## config.mk

```make
export PLATFORM = sky130hd
export DESIGN_NAME = register_file
export DESIGN_NICKNAME = d
export VERILOG_FILES = /design/src/rtl/regfile_pkg.sv /design/src/rtl/regfile_word.sv /design/src/rtl/register_file.sv
export SDC_FILE = /design/constraint.sdc
export NUM_CORES = 1
export LEC_CHECK = 0
export BUFFER_PORTS_ARGS = -buffer_cell sky130_fd_sc_hd__buf_2
export CELL_PAD_IN_SITES_DETAIL_PLACEMENT = 1
export CELL_PAD_IN_SITES_GLOBAL_PLACEMENT = 1
export CORE_UTILIZATION = 58
export CTS_CLUSTER_DIAMETER = 200
export DETAILED_ROUTE_END_ITERATION = 7
export PLACE_DENSITY_LB_ADDON = 0.1
export SLEW_MARGIN = 20
export SYNTH_ARGS = -nofsm -noshare
export SYNTH_HDL_FRONTEND = slang
export SYNTH_SLANG_ARGS = --single-unit
```

## constraint.sdc

```tcl
create_clock -name clk -period 19 [get_ports clk]
set_input_delay 1.9 -clock clk [delete_from_list [all_inputs] [get_ports clk]]
set_output_delay 1.9 -clock clk [all_outputs]
set_load 0.02 [all_outputs]
```

## src/rtl/regfile_pkg.sv

```systemverilog
// Shared sizing and types for the CPU general-purpose register file.
package regfile_pkg;
    localparam int DATA_W   = 16;
    localparam int ADDR_W   = 4;
    localparam int NUM_REGS = 2 ** ADDR_W;

    typedef logic [ADDR_W-1:0] reg_addr_t;
    typedef logic [DATA_W-1:0] reg_data_t;
endpackage

```

## src/rtl/regfile_word.sv

```systemverilog
// One register-file word: DATA_W-bit register with async active-high clear
// and a write enable.
module regfile_word
    import regfile_pkg::*;
(
    input  logic      clk,
    input  logic      rst,
    input  logic      wrEn,
    input  reg_data_t wrData,
    output reg_data_t q
);

    // Clear immediately on rst; otherwise capture write data when selected.
    always_ff @(posedge clk or posedge rst) begin
        if (rst) begin
            q <= '0;
        end else if (wrEn) begin
            q <= wrData;
        end
    end

endmodule

```

## src/rtl/register_file.sv

```systemverilog
// 16 x 16 general-purpose register file: two combinational read ports with
// write-before-read bypass, one synchronous write port.
// Build option: define REGFILE_ZERO_R0_EN to hardwire R0 to zero (writes to R0
// dropped, reads of R0 return 0 and are never bypassed).
module register_file
    import regfile_pkg::*;
(
    input  logic      clk,
    input  logic      rst,
    input  reg_addr_t SrcReg1,
    input  reg_addr_t SrcReg2,
    input  reg_addr_t DstReg,
    input  logic      WriteReg,
    input  reg_data_t DstData,
    output reg_data_t SrcData1,
    output reg_data_t SrcData2
);

    logic [NUM_REGS-1:0]             writeSel;
    logic [NUM_REGS-1:0][DATA_W-1:0] regs;

    // One-hot write decode, gated by the write enable.
    always_comb begin
        writeSel = '0;
        if (WriteReg) begin
            writeSel[DstReg] = 1'b1;
        end
    end

    for (genvar g = 0; g < NUM_REGS; g++) begin : gWord
`ifdef REGFILE_ZERO_R0_EN
        if (g == 0) begin : gZero
            assign regs[g] = '0;
        end else begin : gReg
            regfile_word uWord (
                .clk    (clk),
                .rst    (rst),
                .wrEn   (writeSel[g]),
                .wrData (DstData),
                .q      (regs[g])
            );
        end
`else
        regfile_word uWord (
            .clk    (clk),
            .rst    (rst),
            .wrEn   (writeSel[g]),
            .wrData (DstData),
            .q      (regs[g])
        );
`endif
    end

    // Hit when the in-flight write targets the read register. The bypass is
    // deliberately independent of rst so writeback data forwards even then.
    logic hit1, hit2;
`ifdef REGFILE_ZERO_R0_EN
    assign hit1 = WriteReg && (DstReg == SrcReg1) && (DstReg != '0);
    assign hit2 = WriteReg && (DstReg == SrcReg2) && (DstReg != '0);
`else
    assign hit1 = WriteReg && (DstReg == SrcReg1);
    assign hit2 = WriteReg && (DstReg == SrcReg2);
`endif

    // Read muxes with write-before-read forwarding.
    always_comb begin
        SrcData1 = hit1 ? DstData : regs[SrcReg1];
        SrcData2 = hit2 ? DstData : regs[SrcReg2];
    end

endmodule

```

Yosys cells after proc, flatten, opt, wreduce, memory -nomap -nowiden
Cells that the tools add are included.
{"block": "op_classes", "order_cmp": 4, "n_eq_ne": 2, "muxes": 9, "n_reduce_logical": 3}
{"op": "16-bit binary-select mux with 4-bit select", "n": 2}
{"op": "16-bit 2-to-1 mux", "n": 5}
{"op": "4-bit by 5-bit < comparator with 1-bit output (second input constant)", "n": 3}
{"op": "4-bit equality test", "n": 2}
{"op": "1-bit demux with 4-bit select", "n": 1}
{"op": "4-bit by 1-bit >= comparator with 1-bit output (second input constant)", "n": 1}
{"op": "1-bit logical AND", "n": 3}
{"op": "1-bit 2-to-1 mux", "n": 1}
{"block": "word_totals", "reg_bits": 256}

Depth between registers and ports, before layout
Gate-level depths: netlist of the first run.
{"block": "depth", "depth_word": 5, "ltp_mapped": 7, "depth_no_buf": 4}

Modules after synthesis
Synthesis of the first run repeated with hierarchy kept, for this count alone.
{"block": "unflattened", "cells_unflattened": 895, "area_unflattened_um2": 15172.1}
{"module": "regfile_word", "n_inst": 16, "cells_per_inst": 35, "area_per_inst_um2": 653.1, "seq_area_each_um2": 400.4}
{"module": "register_file", "n_inst": 1, "cells_per_inst": 335, "area_per_inst_um2": 4722.0, "seq_area_each_um2": 0.0}

Least setup slack after synthesis of the first run
Ideal clock, no wire load.
{"block": "synth_path", "path_type": "input to output", "from": "in DstReg[3]", "to": "out SrcData1[14]", "arrival_ns": 3.336, "slack_ns": 13.764, "cell_stages": 5, "n_path_buf": 2, "path_cell_list": "clkbuf_1 xor2_1 nor4_4 buf_6 mux2_1"}
{"block": "synth_via", "elab_chain_cells": 3}
{"element": "from (decl)", "line_no": "register_file.sv:12", "source": "input reg_addr_t DstReg,"}
{"element": "4-bit equality test", "line_no": "register_file.sv:61", "source": "assign hit1 = WriteReg && (DstReg == SrcReg1);"}
{"element": "1-bit logical AND", "line_no": "register_file.sv:61"}
{"element": "16-bit 2-to-1 mux", "line_no": "register_file.sv:67", "source": "SrcData1 = hit1 ? DstData : regs[SrcReg1];"}
{"element": "to (decl)", "line_no": "register_file.sv:15", "source": "output reg_data_t SrcData1,"}
No other way between the ends.

Final worst setup path of the first run
{"block": "layout_path", "from": "in SrcReg2[2]", "to": "out SrcData2[0]"}
{"block": "layout_via", "elab_chain_cells": 3, "word_cells_on_any_way": 5, "cone_classes": "eq/ne (1); mux (3); reduce/logical (1)"}
{"element": "from (decl)", "line_no": "register_file.sv:11", "source": "input reg_addr_t SrcReg2,"}
{"element": "16-bit binary-select mux with 4-bit select / 4-bit equality test (equally long branches)", "line_no": "register_file.sv:68, register_file.sv:62"}
{"element": "16-bit 2-to-1 mux (not written as such) / 1-bit logical AND (equally long branches)", "line_no": "register_file.sv:68, register_file.sv:62"}
{"element": "16-bit 2-to-1 mux (*)", "line_no": "register_file.sv:68", "source": "SrcData2 = hit2 ? DstData : regs[SrcReg2];"}
{"element": "to (decl)", "line_no": "register_file.sv:16", "source": "output reg_data_t SrcData2"}
Mark *: on every way between the ends. The rest lies on a longest branch, timed or not. The select of a mux whose other input is x is not followed.

==> metrics.cfg, run 1 <==
[floorplan]
dieArea_um2=25450
core_area_um2=24320
io_pins=63
rows=57
start_util_pct=59.20
die_w_um=159.5
die_h_um=159.5

[placed_design]
portBuffers=62
gp_congestion=0.7983
dp_hpwl_um=23660
dp.cells=1216

[route]
avgRoutedWirePerCell_um=30.65
ant_nets=0
dr.pass1.iters=5
drt_iter0_markers=592
viasPerCell=6.742
wirelength_um=38870
drcViolationCount=0
vias=8549

[worst_setup_path]
r2r_setup_slack_ps=18140
path_cells=buf_2 -> buf_4 -> xor2_1 -> nor4_4 -> buf_4 -> mux2_2 -> buf_2
crit_type=input port to output pin
cp.required_ps=17100
start_kind=input port
slowest_delay_ps=1080
critPathMaxFanout=33
regToRegStartpoint=gWord[7].uWord.q[1]
timing.rr.end=gWord[7].uWord.q[1]
arrival_ps=4870
crit_slowest_cell=nor4_4
reg2regPathDepth=1
end_kind=output pin

[logic_synthesis]
ys_seq_area_share_pct=44.50
ys.flop_type=dfrtp_1
netlist_instances=886
postSynthRegisterBits=256
synth_common_cells=dfrtp_1 (256), mux2_1 (230), mux4_2 (101)
synth_warnings=0
yosysMostFrequentCell=dfrtp_1
async_flop_share_pct=100.0
yosys-top-cells-area=dfrtp_1 (44%), mux2_1 (18%), mux4_2 (16%)
syn_area_um2=14400
synth.net_count=917
syn_avg_cell_area_um2=16.25
synth_enable_flop_cells=0
synth_area_leader_cell=dfrtp_1
synth.distinct_cells=27
netlist.area_leader.share_pct=44.50

[clock_network]
clock-sinks=256
cts_htree_levels=1
cts_tree=yes
ctsResizeCount=0
numCtsBuffers=29
cts_buffer_depth=3
hold_buffers=0
cts_root_buffer=clkbuf_16
post_cts_buffers=0
clk_pin_slew_worst_paths_ps=60
insertion_delay_ps=550

[grt]
overflow=0
grt_max_degree=95
grt_antenna_before_repair=2
grt_pass1_vias=9620
grt_pass1_wl_um=60520
grt_usage_pct=31.99

[run_status]
status=completed

[sta]
rsz0062_at_grt=no
relSlewSlack_pct=19.24
setup-violations-final=0
fmax_ghz=0.1476
period_share_pct=35.65
fin_setup_tns_ps=0
slew_violations=0
worst_pin_slew_ps=1202
final-hold-violation-count=0
period_needed_ps=6774
finalClockSkew_ps=0

[worst_hold_path]
whs_path_depth=1
min_to=gWord[10].uWord.q[9]
hold_start=gWord[10].uWord.q[9]
min_path_type=register to register

[cells_and_area]
regMostFlops=gWord.uWord.q
finalNonFillerCells=1268
fin_nets=955
drive_gt1_share_pct=32.24
biggestRegsByFlops=gWord.uWord.q (256)
largest_register_ffs=256
area_delta_synth_final_pct=9.221

[power]
peakVddDrop_v=0.00007587
cellPowerDensity_nw_per_um2=111.1
leakage_uw=0.006884

[job]
drv_cap=0

## through the flow
step | cell area, um^2 | power, uW | setup WS, ps | util, % | hold slack [ps]
after detailed placement | 14790 | 1206 | 12350 | 60.82 | 489.9
after floorplan | 14400 | 1077 | 10060 | - | 463.5
after global placement | 14790 | 1163 | 12360 | 60.82 | 475.9
final | 15720 | 1748 | 12230 | 64.66 | 501.8
after global routing | 15720 | 1823 | 12250 | 64.64 | 525.6
after CTS | 15700 | 1758 | 12330 | 64.57 | 503.2
## power by group
group | switching [uW] | internal (uW)
Clock | 223 | 322
Combinational | 189 | 244
Sequential | 97.4 | 673
## worst max-delay path: cells and delay by family
family | cells | cell delay, ps
buffers and inverters | 4 | 1250
and+or+nand+nor | 1 | 1080
muxes | 1 | 360
xor gates and xnor gates | 1 | 240
## cell usage in the layout, fill, tap and decap left out, types with 2 or more instances in the layout
master     count
nand3b_1       3
buf_6          3
xnor2_1        2
mux2i_1       96
bufinv_16      2
mux4_2       101
nand2b_1       6
buf_4         27
mux2_1       230
buf_2         58
clkinv_2       4
nor2_2         8
nand2_1        4
mux4_4         3
mux2_2        58
xor2_1         6
clkbuf_16     29
mux4_1        24
clkbuf_8       4
nor4_4         2
clkbuf_1       9
dfrtp_1      256
## logic make-up (layout without fill, tap and decap cells)
| family | after synthesis | count (layout) | synth area share (%) |
|---|---|---|---|
| other | 0 | 1 | 0 |
| muxes | 512 | 512 | 49.90 |
| DFF | 256 | 256 | 44.50 |
| and+or+nand+nor | 28 | 28 | 1.399 |
| buffers and inverters | 82 | 139 | 3.711 |
| xor gates and xnor gates | 8 | 8 | 0.4867 |
## worst max-delay path by stage
stage / end / cells after the start / slack, ps / from
floorplan: gWord[0].uWord.q[0] / 1 / 10060 / rst
global route: SrcData2[0] / 7 / 12250 / SrcReg2[2]
finish: SrcData2[0] / 7 / 12230 / SrcReg2[2]
CTS: SrcData2[0] / 7 / 12330 / SrcReg2[2]
detailed placement: SrcData2[0] / 7 / 12350 / SrcReg2[2]
global placement: SrcData2[0] / 7 / 12360 / SrcReg2[2]
## per-layer routing
metal	vias up	global-route usage, %	routed length [um]
met5	-	0	8
li1	3538	-	-
met2	267	52.72	19280
met1	4680	44.45	16380
met4	2	8.086	823
met3	62	5.574	2370
## final cells by class
cell class	instances	area [um^2]
well taps	324	405.4
fillers	2148	8596
repair buffers	88	526.8
inverters	1	11.26
clock buffers	42	814.5
diodes	1	2.502
multi-input cells	548	7461
clock inverters	8	96.34
flip-flops and latches	256	6406
No activity file was read; power rests on OpenSTA's default activity.
==> run 2: changes to the inputs <==
--- a/config.mk
+++ b/config.mk
@@ -8,7 +8,7 @@
 export BUFFER_PORTS_ARGS = -buffer_cell sky130_fd_sc_hd__buf_2
 export CELL_PAD_IN_SITES_DETAIL_PLACEMENT = 1
 export CELL_PAD_IN_SITES_GLOBAL_PLACEMENT = 1
-export CORE_UTILIZATION = 58
+export CORE_UTILIZATION = 54
 export CTS_CLUSTER_DIAMETER = 200
 export DETAILED_ROUTE_END_ITERATION = 7
 export PLACE_DENSITY_LB_ADDON = 0.1
==> constraint.sdc (replaced) <==
create_clock -name clk -period 6.95 [get_ports clk]
set_input_delay 0.695 -clock clk [delete_from_list [all_inputs] [get_ports clk]]
set_output_delay 0.695 -clock clk [all_outputs]
set_load 0.02 [all_outputs]
==> metrics.cfg, run 2 (synthesis results as in run 1) <==
[grt]
overflow=0  ; unchanged
grt_pass1_vias=9626  ; +0.062%
grt_max_degree=185  ; +95%
grt_usage_pct=30.84  ; -1.2 points
grt_antenna_before_repair=0  ; -2
grt_pass1_wl_um=61000  ; +0.79%

[clock_network]
insertion_delay_ps=550  ; about the same
cts_htree_levels=1  ; unchanged
hold_buffers=0  ; unchanged
cts_root_buffer=clkbuf_16
numCtsBuffers=29  ; unchanged
clock-sinks=256  ; unchanged
ctsResizeCount=0  ; unchanged
cts_buffer_depth=3  ; unchanged
post_cts_buffers=0  ; unchanged
cts_tree=yes
clk_pin_slew_worst_paths_ps=60  ; about the same

[cells_and_area]
layout_common_cells=dfrtp_1 (256), mux2_1 (230), mux4_2 (101)
final_common_cell=dfrtp_1
num-fill-cells=2339  ; +8.9%
ff_latch_area_um2=6406  ; unchanged
multi_input_area_um2=7478  ; +0.23%
biggestRegsByFlops=gWord.uWord.q (256)
diodes=0  ; -1
regMostFlops=gWord.uWord.q
final_area_um2=15800  ; +0.47%
drive_gt1_share_pct=32.98  ; +0.74 points
largest_register_ffs=256  ; unchanged
fin_nets=951  ; -0.42%
area_delta_synth_final_pct=9.734

[floorplan]
start_util_pct=55.09  ; -4.1 points
rows=59  ; +3.5%
die_h_um=165.3  ; +3.6%
core_area_um2=26130  ; +7.5%
io_pins=63  ; unchanged
dieArea_um2=27320  ; +7.3%
die_w_um=165.3  ; +3.6%

[worst_setup_path]
path_cells=buf_4 -> buf_4 -> xor2_1 -> nor4_4 -> buf_4 -> mux2_2 -> buf_2
slowest_delay_ps=670  ; -410 ps
end_kind=output pin
path_common_cell=buf_4
start_kind=input port
arrival_ps=3370  ; -1500 ps
cp.required_ps=6250  ; -10850 ps
crit_type=input port to output pin
critPathMaxFanout=45  ; +36%
crit_slowest_cell=buf_4

[sta]
rsz0062_at_grt=no
final-hold-violation-count=0  ; unchanged
finalClockSkew_ps=0  ; unchanged
setup-violations-final=0  ; unchanged
fin_ws_ps=2887  ; -9339 ps
fin_setup_tns_ps=0  ; unchanged
slew_violations=0  ; unchanged
relSlewSlack_pct=31.23  ; +12 points
fmax_ghz=0.2461
hold_slack_ps=456.2  ; -45.60 ps
worst_pin_slew_ps=1032  ; -170.7 ps
period_needed_ps=4063
period_share_pct=58.46

[run_status]
violations=DRC
status=complete, but fails checks

[route]
vias=8402  ; -1.7%
viasPerCell=6.590  ; -2.3%
dr.pass1.iters=6  ; +1
ant_nets=0  ; unchanged
wirelength_um=39300  ; +1.1%
drt_iter0_markers=476  ; -20%
drcViolationCount=8  ; +8
avgRoutedWirePerCell_um=30.83  ; +0.57%

[power]
p_sw_share_pct=28.66  ; -0.45 points
cellPowerDensity_nw_per_um2=307.9  ; +180%
clock_power_share_pct=32.6  ; +1.4 points
p_int_uw=3470  ; +180%
switchingPower_uw=1394  ; +170%
seqPwrFrac_pct=43.3  ; -0.8 points
leakage_uw=0.006910  ; +0.37%
peakVddDrop_v=0.0002623  ; +250%
p_comb_share_pct=24.1  ; -0.6 points

[placed_design]
dp_hpwl_um=22320  ; -5.7%
place_area_um2=14810  ; +0.12%
post-place-ws_ps=2874  ; -9474 ps
gp_congestion=0.7643  ; -4.3%
portBuffers=62  ; unchanged

[job]
drv_cap=0  ; unchanged

[worst_hold_path]
min_path_type=input port to asynchronous set/reset pin

run 2: changes by cell type in the layout (fill, tap and decap cells not counted), sizes merged:
cell / previous run / this run
buf: 88 / 84
clkinv: 4 / 6
inv: 2 / 0
bufinv: 2 / 3
clkbuf: 42 / 41
clkinvlp: 1 / 2
diode: 1 / 0
run 2: critical path: cells and delay by family:
family,cells,cell delay [ps]
buf+inv,4,1770
simple gates,1,280
xor+xnor,1,170
mux,1,390
run 2: worst paths after layout:
check	start	end	slack, ps	cells past startpoint
setup / recovery	SrcReg2[3]	SrcData2[8]	2890	7
hold / removal	rst	gWord[5].uWord.q[11]	460	3
setup reg to reg	gWord[15].uWord.q[4]	gWord[15].uWord.q[4]	6090	1
hold reg to reg	gWord[10].uWord.q[8]	gWord[10].uWord.q[8]	510	1
max in group asynchronous	rst	gWord[1].uWord.q[0]	4910	4
min in group clk	gWord[10].uWord.q[8]	gWord[10].uWord.q[8]	510	1
run 2: power groups by stage:
stage               combinational (uW)  clock (uW)  sequential [uW]
finish                            1170        1580             2110
global route                      1270        1660             2150
CTS                               1190        1610             2100
detailed placement                1180           0             2120
global placement                  1120           0             2060
floorplan                          932           0             2010
run 2: final cells by class:
type                    count  share of cell area [%]
multi-input cells         548                   47.34
clock buffers              41                   5.449
well taps                 335                   2.653
inverters                   1                 0.04752
flip-flops and latches    256                   40.55
repair buffers             84                   3.152
clock inverters            10                  0.8079
run 2: metal layers:
metal | global-route usage [%] | part of all wire, %
met5 | 0 | 0
met4 | 11.01 | 3.6
met3 | 4.620 | 4.4
met2 | 52.43 | 51
met1 | 40.28 | 41
run 2: metrics by stage:
| step | total power (uW) | util, % | instances |
|---|---|---|---|
| after floorplan | 2945 | - | 886 |
| after global placement | 3179 | 56.67 | 1224 |
| after detailed placement | 3299 | 56.67 | 1224 |
| after CTS | 4907 | 60.45 | 1275 |
| after global routing | 5085 | 60.45 | 1275 |
| final | 4865 | 60.45 | 1275 |
